### config.mk
export PLATFORM = sky130hd
export DESIGN_NAME = calc_display_driver_flat
export DESIGN_NICKNAME = d
export VERILOG_FILES = /design/src/rtl/calc_display_driver_if.sv /design/src/rtl/calc_display_driver.sv /design/src/flat_wrapper.sv
export SDC_FILE = /design/constraint.sdc
export NUM_CORES = 1
export LEC_CHECK = 0
export ABC_AREA = 1
export CAP_MARGIN = 30
export CORE_MARGIN = 8
export CORE_UTILIZATION = 45
export CTS_CLUSTER_SIZE = 12
export DETAILED_ROUTE_END_ITERATION = 10
export PLACE_DENSITY_LB_ADDON = 0.2
export SYNTH_ARGS = -nofsm -noshare
export SYNTH_HDL_FRONTEND = slang
export SYNTH_SLANG_ARGS = --single-unit
export TNS_END_PERCENT = 10
### constraint.sdc
create_clock -name clk -period 4.2 [get_ports clk]
set_input_delay 0.63 -clock clk [delete_from_list [all_inputs] [get_ports clk]]
set_output_delay 0.63 -clock clk [all_outputs]
set_load 0.02 [all_outputs]
### src/rtl/calc_display_driver_if.sv
// Handshake and display bus for calc_display_driver.
// The master side supplies the value and its load strobe. The slave side
// returns ready, the BCD result and the multiplexed seven-segment drive.
interface calc_display_driver_if;
    logic [7:0]  value;
    logic        value_valid;
    logic        ready;
    logic [11:0] bcd_out;
    logic [2:0]  an;
    logic [6:0]  seg;

    modport master (
        output value,
        output value_valid,
        input  ready,
        input  bcd_out,
        input  an,
        input  seg
    );

    modport slave (
        input  value,
        input  value_valid,
        output ready,
        output bcd_out,
        output an,
        output seg
    );
endinterface

### src/rtl/calc_display_driver.sv
// calc_display_driver: converts an 8-bit value to three BCD digits with a
// sequential double-dabble engine (8 shift cycles, 9-clock latency). It then
// scans the digits onto an active-low seven-segment display.
// A strobe that arrives while busy is held in a one-deep pending register,
// and the latest strobe wins.
// Optional feature: define LEADING_ZERO_BLANK_EN to blank leading zero digits.
module calc_display_driver #(
    parameter int unsigned REFRESH_DIV = 50000
) (
    input  logic                  clk,
    input  logic                  rst_n,
    calc_display_driver_if.slave  bus
);
    localparam int unsigned CNT_W = (REFRESH_DIV > 1) ? $clog2(REFRESH_DIV) : 1;

    typedef enum logic [1:0] {IDLE, SHIFT, DONE} state_t;

    state_t             state_q, state_d;
    logic [7:0]         bin_q, bin_d;
    logic [11:0]        acc_q, acc_d;
    logic [2:0]         bit_cnt_q, bit_cnt_d;
    logic [7:0]         pend_val_q, pend_val_d;
    logic               pend_flag_q, pend_flag_d;
    logic               ready_q, ready_d;
    logic [11:0]        bcd_out_q, bcd_out_d;
    logic [11:0]        disp_q, disp_d;
    logic [CNT_W-1:0]   scan_cnt_q, scan_cnt_d;
    logic [1:0]         idx_q, idx_d;
    logic [2:0]         an_q, an_d;
    logic [6:0]         seg_q, seg_d;

    // One double-dabble step: add 3 to each nibble >= 5, then shift {acc, bin} left.
    logic [11:0] acc_adj;
    logic [19:0] shift_w;

    generate
        for (genvar gi = 0; gi < 3; gi++) begin : g_adj
            assign acc_adj[gi*4 +: 4] = (acc_q[gi*4 +: 4] >= 4'd5) ?
                                        acc_q[gi*4 +: 4] + 4'd3 : acc_q[gi*4 +: 4];
        end
    endgenerate

    assign shift_w = {acc_adj[10:0], bin_q, 1'b0};

    // Digit decoder; bit order is g..a and the segments are active low.
    function automatic logic [6:0] seg_decode(input logic [3:0] d);
        case (d)
            4'd0:    seg_decode = 7'b1000000;
            4'd1:    seg_decode = 7'b1111001;
            4'd2:    seg_decode = 7'b0100100;
            4'd3:    seg_decode = 7'b0110000;
            4'd4:    seg_decode = 7'b0011001;
            4'd5:    seg_decode = 7'b0010010;
            4'd6:    seg_decode = 7'b0000010;
            4'd7:    seg_decode = 7'b1111000;
            4'd8:    seg_decode = 7'b0000000;
            4'd9:    seg_decode = 7'b0010000;
            default: seg_decode = 7'b1111111;
        endcase
    endfunction

    // Conversion FSM next-state logic, including pending capture and result load.
    always_comb begin
        state_d     = state_q;
        bin_d       = bin_q;
        acc_d       = acc_q;
        bit_cnt_d   = bit_cnt_q;
        pend_val_d  = pend_val_q;
        pend_flag_d = pend_flag_q;
        ready_d     = ready_q;
        bcd_out_d   = bcd_out_q;
        disp_d      = disp_q;

        case (state_q)
            IDLE: begin
                if (bus.value_valid && ready_q) begin
                    bin_d     = bus.value;
                    acc_d     = 12'd0;
                    bit_cnt_d = 3'd0;
                    ready_d   = 1'b0;
                    state_d   = SHIFT;
                end
            end
            SHIFT: begin
                acc_d     = shift_w[19:8];
                bin_d     = shift_w[7:0];
                bit_cnt_d = bit_cnt_q + 3'd1;
                if (bit_cnt_q == 3'd7) begin
                    state_d = DONE;
                end
            end
            DONE: begin
                bcd_out_d = acc_q;
                disp_d    = acc_q;
                if (pend_flag_q) begin
                    bin_d       = pend_val_q;
                    acc_d       = 12'd0;
                    bit_cnt_d   = 3'd0;
                    pend_flag_d = 1'b0;
                    state_d     = SHIFT;
                end else begin
                    ready_d = 1'b1;
                    state_d = IDLE;
                end
            end
            default: begin
                ready_d = 1'b1;
                state_d = IDLE;
            end
        endcase

        // A strobe while busy is parked; it overrides the clear done in DONE.
        if (bus.value_valid && !ready_q) begin
            pend_val_d  = bus.value;
            pend_flag_d = 1'b1;
        end
    end

    // Free-running scan counter and digit select, plus the registered an/seg drive.
    always_comb begin
        logic [3:0] digit;
        logic       blank;

        scan_cnt_d = scan_cnt_q + CNT_W'(1);
        idx_d      = idx_q;
        if (scan_cnt_q == CNT_W'(REFRESH_DIV - 1)) begin
            scan_cnt_d = '0;
            idx_d      = (idx_q >= 2'd2) ? 2'd0 : idx_q + 2'd1;
        end

        digit = 4'd0;
        blank = 1'b0;
        an_d  = 3'b111;
        case (idx_q)
            2'd0: begin
                digit = disp_q[3:0];
                an_d  = 3'b110;
            end
            2'd1: begin
                digit = disp_q[7:4];
                an_d  = 3'b101;
`ifdef LEADING_ZERO_BLANK_EN
                blank = (disp_q[11:8] == 4'd0) && (disp_q[7:4] == 4'd0);
`endif
            end
            2'd2: begin
                digit = disp_q[11:8];
                an_d  = 3'b011;
`ifdef LEADING_ZERO_BLANK_EN
                blank = (disp_q[11:8] == 4'd0);
`endif
            end
            default: begin
                blank = 1'b1;
            end
        endcase

        if (blank) begin
            an_d  = 3'b111;
            seg_d = 7'b1111111;
        end else begin
            seg_d = seg_decode(digit);
        end
    end

    // All state registers; reset discards any conversion in flight.
    always_ff @(posedge clk or negedge rst_n) begin
        if (!rst_n) begin
            state_q     <= IDLE;
            bin_q       <= 8'd0;
            acc_q       <= 12'd0;
            bit_cnt_q   <= 3'd0;
            pend_val_q  <= 8'd0;
            pend_flag_q <= 1'b0;
            ready_q     <= 1'b1;
            bcd_out_q   <= 12'd0;
            disp_q      <= 12'd0;
            scan_cnt_q  <= '0;
            idx_q       <= 2'd0;
            an_q        <= 3'b111;
            seg_q       <= 7'b1111111;
        end else begin
            state_q     <= state_d;
            bin_q       <= bin_d;
            acc_q       <= acc_d;
            bit_cnt_q   <= bit_cnt_d;
            pend_val_q  <= pend_val_d;
            pend_flag_q <= pend_flag_d;
            ready_q     <= ready_d;
            bcd_out_q   <= bcd_out_d;
            disp_q      <= disp_d;
            scan_cnt_q  <= scan_cnt_d;
            idx_q       <= idx_d;
            an_q        <= an_d;
            seg_q       <= seg_d;
        end
    end

    assign bus.ready   = ready_q;
    assign bus.bcd_out = bcd_out_q;
    assign bus.an      = an_q;
    assign bus.seg     = seg_q;
endmodule

### src/flat_wrapper.sv
// flat-port wrapper written by rule: the top's interface ports become plain ports
module calc_display_driver_flat 
#(
    parameter int unsigned REFRESH_DIV = 50000
)
  (clk, rst_n, bus_value, bus_value_valid, bus_ready, bus_bcd_out, bus_an, bus_seg);
  calc_display_driver_if bus_i ();
  input  logic clk;
  input  logic rst_n;
  input wire logic [$bits(bus_i.value)-1:0] bus_value;
  input wire logic [$bits(bus_i.value_valid)-1:0] bus_value_valid;
  output wire logic [$bits(bus_i.ready)-1:0] bus_ready;
  output wire logic [$bits(bus_i.bcd_out)-1:0] bus_bcd_out;
  output wire logic [$bits(bus_i.an)-1:0] bus_an;
  output wire logic [$bits(bus_i.seg)-1:0] bus_seg;
  assign bus_i.value = bus_value;
  assign bus_i.value_valid = bus_value_valid;
  assign bus_ready = bus_i.ready;
  assign bus_bcd_out = bus_i.bcd_out;
  assign bus_an = bus_i.an;
  assign bus_seg = bus_i.seg;
  calc_display_driver #(.REFRESH_DIV(REFRESH_DIV)) u_core (.clk(clk), .rst_n(rst_n), .bus(bus_i));
endmodule
# Yosys cells after proc, flatten, opt, wreduce, memory -nomap -nowiden
# Memories as Yosys holds them, arrays and structs flattened.
# Index checks and enable logic that the tools add are counted.
# op_classes
addsub	6
reduce_logical	11
muxes	27
bitwise	1
n_eq_ne	10
mul	0
n_shift	0
n_lt_le_gt_ge	4
div_mod_pow	0
# op_table
operator	count
12-bit case mux with 3 select lines	1
12-bit two-way mux	2
8-bit case mux with 3 select lines	1
3-bit case mux with 3 select lines	2
16-bit by 1-bit adder with 16-bit output, second input constant	1
16-bit equality test, second input constant	1
16-bit two-way mux	1
8-bit two-way mux	2
4-bit by 3-bit greater-or-equal comparator with 1-bit output, second input constant	3
3-bit two-way mux	4
4-bit case mux with 3 select lines	1
4-bit by 2-bit adder with 4-bit output, second input constant	2
4-bit two-way mux	2
7-bit two-way mux	1
2-bit two-way mux	3
2-bit by 1-bit != test with 1-bit output, second input constant	3
2-bit case mux with 3 select lines	1
3-bit AND reduction	2
1-bit two-way mux	5
2-bit by 1-bit equality test with 1-bit output, second input constant	2
2-bit equality test, second input constant	2
2-bit logical NOT	2
3-bit by 1-bit adder with 3-bit output, second input constant	1
3-bit by 2-bit adder with 3-bit output, second input constant	1
12 further kinds	13
# word_totals
mem_bits_ro	112
latchBits	0
ramBits	0
n_memories	1
output_inout_bits	23
regBits	75
elab_cells	72
inputBits	11
# mem_list
memory	depth	width	rd	rd_ports_with_merged_regs	wr	line	source
(no name shown)	16	7	1	0	0	calc_display_driver.sv:47	case (d)

# Longest topological paths before layout
# An unclocked memory read counts as a cell.
# logic_depth
ltp_word	4
depth_mapped	12
mapped_depth_nobuf	11

# Least setup slack after synthesis
# Ideal clock, no wire load.
# synth_path
path_type	register -> register
start	register u_core.idx_q[1]
end	register u_core.seg_q[3], in the netlist u_core.bus.seg[3]
t_required_ns	4.114
setup_time_ns	0.086
stages_incl_launch_ff	12
path_buffers	1
t_arrival_ns	1.434
synth_period_minus_slack_ns	1.520
setup_slack_ns	2.680
path_cell_list	dfrtp_1 -> buf_4 -> inv_2 -> nand2_2 -> nor2_1 -> nor2_2 -> inv_1 -> ha_1 -> inv_1 -> nand2_1 -> nand3_1 -> nand3_1
# synth_between
elab_chain_len	4
word_cells_on_any_way	7
classes_between	2 x eq/ne; 2 x mux; 2 x reduce/logical; 1 x memory
# synth_lines
item	line	source
start: declaration	calc_display_driver.sv:28	logic [1:0] idx_q, idx_d;
start signal: assignment	calc_display_driver.sv:193	idx_q <= idx_d;
2-bit equality test, or another cell as far along	calc_display_driver.sv:134	case (idx_q)
4-bit case mux with 3 select lines	calc_display_driver.sv:134	
memory 16 x 7 bit	n/a	
7-bit two-way mux *	calc_display_driver.sv:158	if (blank) begin
via u_core.seg_d[3]	calc_display_driver.sv:30	logic [6:0] seg_q, seg_d;
end signal: assignment	calc_display_driver.sv:195	seg_q <= seg_d;
end: declaration	calc_display_driver.sv:30	
# The timed path passes the listed nets; every way through them passes the cells marked *.
# A chain may end at the register's enable or synchronous reset.

# Worst setup path in the final report
# layout_path
start	register u_core.state_q[0]
end	register u_core.bit_cnt_q[0]
# layout_between
elab_chain_len	3
word_cells_on_any_way	8
classes_between	4 x eq/ne; 1 x mux; 3 x reduce/logical
# layout_lines
item	line	source
start: declaration	calc_display_driver.sv:18	state_t state_q, state_d;
start signal: assignment	calc_display_driver.sv:183	state_q <= state_d;
2-bit equality test, or another cell as far along	calc_display_driver.sv:74	case (state_q)
2-bit by 1-bit != test with 1-bit output (no source line) / 3-bit nonzero test (equally long branches)	n/a	
3-bit AND reduction (no source line)	n/a	
end signal: assignment	calc_display_driver.sv:186	bit_cnt_q <= bit_cnt_d;
end: declaration	calc_display_driver.sv:21	logic [2:0] bit_cnt_q, bit_cnt_d;
# Several ways; a longest one is shown, not always the timed one.

==> metrics.yaml <==
outcome:
  outcome: "finished, final reports clean"
synth:
  synthCells: 454
  ys_types: 30
  yosysWarningCount: 0
  ys_seq_area_frac: 0.4859
  synth.largest_area_cell: "dfrtp_1"
  syn_area_um2: 3891
  syn_area_per_cell_um2: 8.571
  synth_top_area_share: 0.4116
  synth.ff_latch_count: 75
  synth_area_leaders: "dfrtp_1 41%, nand2_1 12%, dfstp_2 7.4%, ha_1 6.1%, nand3_1 5.0%"
  synth_fp_nets: 484
routing:
  drc: 0
  dr.pass1.iters: 4
  drt-initial-drc-count: 176
  antenna_left: 0
  wl_per_cell_um: 12.48
  vias: 2998
  drt-total-wl_mm: 7.502
  drt-vias-per-instance: 4.988
grt:
  gr-total-overflow: 0
  grt_pass1_wl_mm: 13.30
  antenna_found_initial: 0
  grt_max_degree: 76
  grtUsageTotal: 0.1379
  grt_pass1_vias: 2916
timing:
  final_hold_viol_count: 0
  fin_crit_sh: 0.5358
  post-route-min-period_ns: 2.250
  slew-limit-headroom: 0.6833
  setup_viol: 0
  whs_ns: 0.3000
  report.final.slew_viol_count: 0
  fin_skew_ns: 0.01231
  tightestPinTransition_ns: 0.4750
  finalSetupTns_ns: 0
  rsz0062_at_grt: "no"
  max_freq_ghz: 0.4444
cells_and_area:
  layout.cells.most_common: "nand2_1"
  fill_cells: 800
  final_cell_mix: "129 x nand2_1, 64 x dfrtp_1, 48 x inv_1"
  diodes: 0
  regArea_um2: 1891
  area_growth_pct: 15.14
  layout.nets: 518
  drive_above_1_share: 0.1237
  multi_input_area_um2: 1738
cts:
  cts_hold_buf: 0
  cts_tree: "yes"
  numCtsBuffers: 9
  post_cts_buffers: 0
  htree_levels: 3
  cts_resized: 0
  clkSinkCount: 75
  cts_root_buf: "clkbuf_8"
  clk_latency_ns: 0.34
  clock_path_buffers: 2
  clk_pin_slew_ns: 0.08
worst_setup_path:
  arrival_ns: 2.49
  crit_required_ns: 4.44
  ff2ff_path_depth: 9
  critPathMaxFanout: 24
  startpoint_type: "register"
  r2r_start: "u_core.state_q[0]"
  rrSetupSlack_ns: 1.95
  rr_endpoint: "u_core.bit_cnt_q[0]"
  end_kind: "register"
  path_class: "reg2reg"
power_and_ir_drop:
  ir_drop_v: 0.0002866
  fin_total_pwr_uw: 2288
  power_density_nw_per_um2: 510.6
  p_leak_uw: 0.002170
floorplanning:
  die_h_um: 109.0
  die_w_um: 109.0
  dieArea_um2: 11880
  initial_core_util: 0.4551
  coreArea_um2: 8551
  ios: 34
  fp-row-count: 34
placement:
  dpl.hpwl_mm: 5.406
  gp_congestion: 0.8293
  portBuffers: 33
min_path:
  hold_path_class: "in2async"
job:
  drv_cap: 0
[synth_stat cells]
cell,number
o21ai_2,4
o21ai_0,25
nand4_1,5
xnor2_1,2
clkbuf_1,4
ha_1,19
nand2_4,2
inv_2,4
a21oi_1,5
o31ai_1,1
o21ai_1,7
buf_6,2
nor2_1,33
nand3_1,39
dfstp_2,11
o2111ai_1,1
inv_1,48
nor3_1,2
buf_2,3
nand3_2,9
o211ai_1,6
nand2_2,2
xor2_1,9
nor2_2,4
dfrtp_1,64
o21bai_1,2
mux2_2,7
nor2_4,3
nand2_1,129
buf_4,2
[power by group]
group          internal (µW)  total (µW)  switching [µW]  leakage [µW]
registers                887         972            85.0      0.000956
clock network            230         479             249     0.0000834
logic                    309         837             528       0.00113
[state kept, by name, summed over array words and instances, names as in the netlist]
register            flops
u_core.pend_flag_q      1
u_core.bin_q            8
u_core.acc_q           12
u_core.bit_cnt_q        3
u_core.state_q          2
u_core.bus.seg          7
u_core.idx_q            2
u_core.bus.ready        1
u_core.pend_val_q       8
u_core.bus.an           3
u_core.scan_cnt_q      16
u_core.bus.bcd_out     12
[per-stage QoR]
| stage | setup WS, ns | std cells | util | instance area, µm² |
|---|---|---|---|---|
| detailed placement | 1.958 | 584 | 0.5013 | 4287 |
| global route | 1.663 | 601 | 0.5240 | 4481 |
| finish | 1.950 | 601 | 0.5240 | 4481 |
| floorplan | 2.680 | 454 | - | 3891 |
| CTS | 1.923 | 600 | 0.5208 | 4453 |
| global placement | 2.038 | 584 | 0.5013 | 4287 |
[area by class of cell]
cell class	instances	share of cell area
Multi-Input combinational cell	316	0.3879
Sequential cell	75	0.4219
Tap cell	108	0.03016
Clock buffer	13	0.03323
Clock inverter	3	0.003910
Timing Repair Buffer	34	0.07931
Inverter	52	0.04356
[layer usage]
metal	vias to the layer above	wire (µm)	track usage
li1	1518	-	-
met1	1423	3566	0.1782
met2	52	3551	0.2218
met3	5	314	0.02837
met4	0	70	0.05474
met5	-	0	0
[logic make-up (layout without fill, tap and decap cells)]
logic type               after synthesis  count (layout)  share of synthesized area
AO/OA/AOI/OAI                         51              51                    0.07620
adder cells (fa/ha/maj)               19              19                    0.06109
buffers and inverters                 63             102                    0.06752
XOR/XNOR                              11              11                    0.02476
multiplexers                           7               7                    0.02026
AND/OR/NAND/NOR                      228             228                     0.2643
flip-flops                            75              75                     0.4859
[worst max-delay path by stage]
stage / from / end / slack (ns) / cells after the start
global route: u_core.state_q[0] / u_core.bit_cnt_q[0] / 1.66 / 9
floorplan: u_core.idx_q[1] / u_core.bus.seg[3] / 2.68 / 11
global placement: bus_value_valid / u_core.acc_q[9] / 2.04 / 7
detailed placement: u_core.state_q[0] / u_core.bit_cnt_q[0] / 1.96 / 9
CTS: u_core.state_q[0] / u_core.bit_cnt_q[0] / 1.92 / 9
finish: u_core.state_q[0] / u_core.bit_cnt_q[0] / 1.95 / 9
[worst max-delay path: stages, from the launching register on]
cell	delay (ns)
dfrtp_1	0.42
inv_1	0.09
ha_1	0.37
inv_2	0.33
nor2_2	0.08
nor2_4	0.12
nand2_4	0.14
nor2_4	0.34
inv_1	0.09
o21ai_0	0.17
(Power assumes the default switching activity.)
